File: src/rtl/dmem_arb_pkg.sv
// Shared types for the dmem arbiter: FSM state, port owner, burst-counter width.
package dmem_arb_pkg;

   typedef enum logic [1:0] {
      IDLE     = 2'd0,
      OWN_CORE = 2'd1,
      OWN_DBG  = 2'd2
   } arb_state_e;

   typedef enum logic [1:0] {
      NONE = 2'd0,
      CORE = 2'd1,
      DBG  = 2'd2
   } owner_e;

   function automatic int bcnt_w(input int max_burst);
      return $clog2(max_burst + 1);
   endfunction

endpackage

File: src/rtl/dmem_arb_pick.sv
// Combinational grant selection for the dmem arbiter.
// With DMEM_ARB_RR_EN defined an IDLE tie alternates using `last`; otherwise core wins ties.
module dmem_arb_pick
   import dmem_arb_pkg::*;
#(
   parameter int MAX_BURST = 4,
   parameter int BW        = bcnt_w(MAX_BURST)
) (
   input  arb_state_e       state,
   input  logic [BW-1:0]    bcnt,
   input  logic             core_req,
   input  logic             dbg_req,
`ifdef DMEM_ARB_RR_EN
   input  owner_e           last,
`endif
   output owner_e           win
);

   localparam logic [BW-1:0] MAX_B = BW'(MAX_BURST);

   always_comb begin
      win = NONE;
      case (state)
         IDLE: begin
            if (core_req && dbg_req) begin
`ifdef DMEM_ARB_RR_EN
               win = (last == CORE) ? DBG : CORE;
`else
               win = CORE;
`endif
            end else if (core_req) begin
               win = CORE;
            end else if (dbg_req) begin
               win = DBG;
            end
         end
         // Owner keeps the port until its burst is spent while the other side waits.
         OWN_CORE: begin
            if (core_req && (!dbg_req || bcnt < MAX_B)) win = CORE;
            else if (dbg_req)                           win = DBG;
         end
         OWN_DBG: begin
            if (dbg_req && (!core_req || bcnt < MAX_B)) win = DBG;
            else if (core_req)                          win = CORE;
         end
         default: win = NONE;
      endcase
   end

endmodule

File: src/rtl/dmem_arbiter.sv
// Shares a synchronous single-port dmem between the core and a debug/loader port.
// Optional build macro DMEM_ARB_RR_EN: round-robin IDLE ties via a `last` owner flop.
module dmem_arbiter
   import dmem_arb_pkg::*;
#(
   parameter int AW        = 5,
   parameter int DW        = 32,
   parameter int MAX_BURST = 4
) (
   input  logic             CLK,
   input  logic             RST,
   input  logic             core_req,
   input  logic             core_we,
   input  logic [AW-1:0]    core_addr,
   input  logic [DW-1:0]    core_wdata,
   output logic             core_gnt,
   output logic             core_rvalid,
   output logic [DW-1:0]    core_rdata,
   input  logic             dbg_req,
   input  logic             dbg_we,
   input  logic [AW-1:0]    dbg_addr,
   input  logic [DW-1:0]    dbg_wdata,
   output logic             dbg_gnt,
   output logic             dbg_rvalid,
   output logic [DW-1:0]    dbg_rdata,
   output logic             mem_en,
   output logic             mem_we,
   output logic [AW-1:0]    mem_addr,
   output logic [DW-1:0]    mem_wdata,
   input  logic [DW-1:0]    mem_rdata,
   output arb_state_e       arb_state
);

   // Handshake: a port's req is held until its gnt; gnt is same-cycle, and a
   // granted load returns exactly one rvalid with rdata on the following cycle.

   localparam int BW = bcnt_w(MAX_BURST);
   localparam logic [BW-1:0] MAX_B = BW'(MAX_BURST);

   arb_state_e    state, state_n;
   logic [BW-1:0] bcnt, bcnt_n;
   owner_e        rd_own, rd_own_n;
   owner_e        win_raw, win;
   logic [DW-1:0] core_hold, dbg_hold;

`ifdef DMEM_ARB_RR_EN
   owner_e        last;
`endif

   dmem_arb_pick #(
      .MAX_BURST (MAX_BURST),
      .BW        (BW)
   ) u_pick (
      .state    (state),
      .bcnt     (bcnt),
      .core_req (core_req),
      .dbg_req  (dbg_req),
`ifdef DMEM_ARB_RR_EN
      .last     (last),
`endif
      .win      (win_raw)
   );

   // No grant may leak out while reset is asserted.
   assign win      = RST ? win_raw : NONE;
   assign core_gnt = (win == CORE);
   assign dbg_gnt  = (win == DBG);

   always_comb begin
      mem_en    = 1'b0;
      mem_we    = 1'b0;
      mem_addr  = '0;
      mem_wdata = '0;
      case (win)
         CORE: begin
            mem_en    = 1'b1;
            mem_we    = core_we;
            mem_addr  = core_addr;
            mem_wdata = core_wdata;
         end
         DBG: begin
            mem_en    = 1'b1;
            mem_we    = dbg_we;
            mem_addr  = dbg_addr;
            mem_wdata = dbg_wdata;
         end
         default: ;
      endcase
   end

   always_comb begin
      state_n  = state;
      bcnt_n   = bcnt;
      rd_own_n = (mem_en && !mem_we) ? win : NONE;
      if (win == NONE) begin
         state_n = IDLE;
         bcnt_n  = '0;
      end else if ((state == OWN_CORE && win == CORE) ||
                   (state == OWN_DBG  && win == DBG)) begin
         bcnt_n = (bcnt == MAX_B) ? bcnt : bcnt + BW'(1);
      end else begin
         state_n = (win == CORE) ? OWN_CORE : OWN_DBG;
         bcnt_n  = BW'(1);
      end
   end

   always_ff @(posedge CLK or negedge RST) begin
      if (!RST) begin
         state     <= IDLE;
         bcnt      <= '0;
         rd_own    <= NONE;
         core_hold <= '0;
         dbg_hold  <= '0;
      end else begin
         state  <= state_n;
         bcnt   <= bcnt_n;
         rd_own <= rd_own_n;
         if (rd_own == CORE) core_hold <= mem_rdata;
         if (rd_own == DBG)  dbg_hold  <= mem_rdata;
      end
   end

`ifdef DMEM_ARB_RR_EN
   always_ff @(posedge CLK or negedge RST) begin
      if (!RST)             last <= DBG;
      else if (win != NONE) last <= win;
   end
`endif

   assign core_rvalid = (rd_own == CORE);
   assign dbg_rvalid  = (rd_own == DBG);
   assign core_rdata  = core_rvalid ? mem_rdata : core_hold;
   assign dbg_rdata   = dbg_rvalid  ? mem_rdata : dbg_hold;
   assign arb_state   = state;

endmodule

File: config.mk
export PLATFORM = sky130hd
export DESIGN_NAME = dmem_arbiter
export DESIGN_NICKNAME = d
export VERILOG_FILES = /design/src/rtl/dmem_arb_pkg.sv /design/src/rtl/dmem_arb_pick.sv /design/src/rtl/dmem_arbiter.sv
export SDC_FILE = /design/constraint.sdc
export NUM_CORES = 1
export LEC_CHECK = 0
export BUFFER_PORTS_ARGS = -buffer_cell sky130_fd_sc_hd__buf_2
export CAP_MARGIN = 40
export CELL_PAD_IN_SITES_DETAIL_PLACEMENT = 0
export CELL_PAD_IN_SITES_GLOBAL_PLACEMENT = 1
export CORE_MARGIN = 2
export CORE_UTILIZATION = 33
export CTS_CLUSTER_SIZE = 40
export DETAILED_ROUTE_END_ITERATION = 10
export PLACE_DENSITY_LB_ADDON = 0.1
export SETUP_SLACK_MARGIN = 0.4
export SYNTH_ARGS = -nofsm -noshare
export SYNTH_HDL_FRONTEND = slang
export SYNTH_HIERARCHICAL = 1
export SYNTH_SLANG_ARGS = --single-unit
File: constraint.sdc
create_clock -name CLK -period 2.8 [get_ports CLK]
set_input_delay 0.28 -clock CLK [delete_from_list [all_inputs] [get_ports CLK]]
set_output_delay 0.28 -clock CLK [all_outputs]
set_load 0.05 [all_outputs]
==> results.toml <==
[critical_path]
reg2reg_from = "bcnt[2]"
crit_path_top_delay_cell = "dfrtp_1"
r2r-end = "rd_own[1]"
worstSetupPathType = "reg2out"
cp-end-kind = "primary output"
path_cells = "mux2i_2 > a221oi_2 > nand2_2 > buf_6 > inv_4 > ha_4 > buf_12 > buf_12 > a22oi_2 > nor2b_4 > buf_12"
slowest_delay_ns = 0.40
required_ns = 2.52
startpoint_type = "flop"
crit_fanout = 10
crit_top_cell = "buf_12"
ff2ff_path_depth = 12
r2r_slack_ns = 0.60
critical_path_arrival_ns = 2.36

[power]
power.total_mw = 5.42
leakagePower_nw = 3.12
p_per_area_nw_per_um2 = 840
seqPwrFrac = 0.270
p_sw_mw = 2.38
switching_share = 0.438
vdd_drop_max_mv = 0.512
p_int_mw = 3.04
clkPwrFrac = 0.199
pwr-share-comb = 0.531

[clock_tree]
root_buffer = "clkbuf_8"
htree_levels = 3
cts_tree = "built"
clock_latency_ns = 0.35
cts_made_buffers = 9
clk_path_buf_depth = 2
path_clk_slew_ns = 0.08
clock-sinks = 71

[yosys]
synthFlopType = "dfrtp_1"
synthCells = 274
synth_cell_type_count = 26
ys_ff_latch = 71
seq_area_frac_synth = 0.482
synth_largest_area_cell = "dfrtp_1"
synth_nets = 393
synthTopCellsByArea = "dfrtp_1, mux2_4, a22oi_1, nor2b_1, buf_6"
synth.top_cell.area_share = 0.482
synth_most_common_cell = "dfrtp_1"
async_flop_share = 1.00
synth_area_sq_um = 3690
avgSynthCellArea_sq_um = 13.5
yosys_warnings = 6
synth_common_cells = "dfrtp_1, mux2_4, nor2b_1"
synth_edf_count = 0

[sta]
min_period_ns = 2.64
drv_slew = 0
worst_pin_slew_ns = 0.768
fmax_mhz = 379
fin_ws_ns = 0.161
maxSlewHeadroom = 0.488
hold_viol = 0
setup_viol = 0
fin_setup_tns_ns = 0
skew_ns = 0.00609
rsz0062_at_grt = "true"
post-route-period-util = 0.943

[finish]
fillers = 896
fin_area_sq_um = 6450
multi_input_area_sq_um = 2270
n_antenna_cell = 0
seqCellArea_sq_um = 1780
drive_above_1_share = 0.808
finalNetCount = 645
synthToLayoutAreaGrowth_pct = 74.9

[worst_hold_path]
min_to = "core_hold[15]"
min-delay-start = "mem_rdata[15]"
hold_path_depth = 2
hold_path_class = "in2reg"

[outcome]
outcome = "finished clean"

[die]
dieArea_sq_um = 12000
ios = 221
core_area_sq_um = 10900
start_util = 0.339
std_cell_rows = 38
die_h_um = 110
die_x_um = 110

[grt]
overflow = 0
grt_pass1_vias = 3521
antenna_found_initial = 0
grt_first_pass_wirelength_mm = 18.0
grt_max_degree = 64
grt_usage = 0.199

[placed_design]
gp_congestion = 0.719
dp_slack_ns = 0.200
io_buffers = 220
place_hpwl_mm = 7.66
place_area_sq_um = 5260

[drt]
routed_wl_mm = 11.8
first_iter_violations = 96
postRouteAntennaNets = 0
viasPerCell = 4.77
drc = 0
vias = 3204
first_pass_iters = 4
wl_per_cell_um = 17.6

[job]
cap_violations = 0
-- routing by layer --
layer	global-route usage	vias to the layer above	wire length, um
met5	0	-	0
met4	0.0642	0	140
met3	0.0605	14	924
met2	0.357	150	6210
met1	0.224	1565	4530
li1	-	1475	-
-- worst max path at each step --
stage | from | endpoint | slack (ns) | cells past startpoint
after floorplan | arb_state[1] | mem_addr[0] | 0.31 | 7
after global placement | bcnt[2] | mem_wdata[17] | 0.24 | 8
after detailed placement | bcnt[2] | mem_wdata[17] | 0.20 | 8
after CTS | bcnt[2] | mem_wdata[24] | 0.15 | 10
after global routing | bcnt[2] | mem_wdata[24] | 0.02 | 11
final | bcnt[2] | mem_wdata[24] | 0.16 | 11
-- per-stage QoR --
stage,cells,hold slack (ns),util
2_1_floorplan,274,-0.0156,-
3_3_place_gp,619,0.176,0.483
3_5_place_dp,619,0.179,0.483
4_1_cts,667,0.157,0.583
5_1_grt,671,0.165,0.592
6_report,671,0.177,0.592
-- layout by cell type (no fill, tap or decap), drive strengths merged --
master	n
and3b	1
o21ai	3
mux2i	2
inv	6
mux2	64
o21ba	1
xnor2	1
clkinv	1
a2bb2oi	1
a32oi	1
clkbuf	13
a221oi	1
dlygate4sd3	1
nand2	6
dfrtp	71
nor3	2
a21oi	1
ha	7
o211a	1
nor2	3
nand2b	2
a22oi	38
buf	258
nand3b	1
bufinv	4
nor2b	41
-- cell type report --
cell class / instances / area share
Multi-Input combinational cell: 177 / 0.352
Timing Repair Buffer: 261 / 0.299
Sequential cell: 71 / 0.276
Tap cell: 140 / 0.0272
Clock buffer: 11 / 0.0219
Clock inverter: 5 / 0.0200
Inverter: 6 / 0.00388
-- worst max-delay path, delay by kind of cell, from the launching register on --
family / cells / cell delay (ns)
mux: 1 / 0.17
compound gates: 2 / 0.41
fa+ha+maj: 1 / 0.15
buf+inv: 5 / 0.61
simple gates: 2 / 0.27
flops: 1 / 0.40
-- state kept, by name, indices dropped and copies added, names as in the netlist --
signal and count:
core_hold 32, dbg_hold 32, bcnt 3, arb_state 2
rd_own 2
-- cells by family (layout without fill, tap and decap cells) --
| logic type | Yosys count | count (layout) | synth area share |
|---|---|---|---|
| simple gates | 56 | 56 | 0.0892 |
| flops | 71 | 71 | 0.482 |
| fa+ha+maj | 7 | 7 | 0.0238 |
| compound gates | 47 | 47 | 0.0970 |
| buf+inv | 26 | 283 | 0.0458 |
| xor+xnor | 1 | 1 | 0.00238 |
| mux | 66 | 66 | 0.260 |
-- power groups by stage --
stage          combinational (mW)  sequential [mW]  clock [mW]
2_1_floorplan                2.21             1.46           0
4_1_cts                      2.88             1.47        1.12
3_5_place_dp                 2.72             1.48           0
5_1_grt                      3.02             1.50        1.16
3_3_place_gp                 2.70             1.47           0
6_report                     2.88             1.46        1.08
-- repair_timing --
action | in CTS | in global routing
setup buffers | 29 | 2
pin swaps | 11 | 3
hold endpoints to repair | 8 | 0
endpoints found under the setup margin | 41 | 41
hold buffers | 1 | 0
gates resized for setup | 133 | 9
gates cloned | 2 | 2
(Power assumes the default switching activity.)
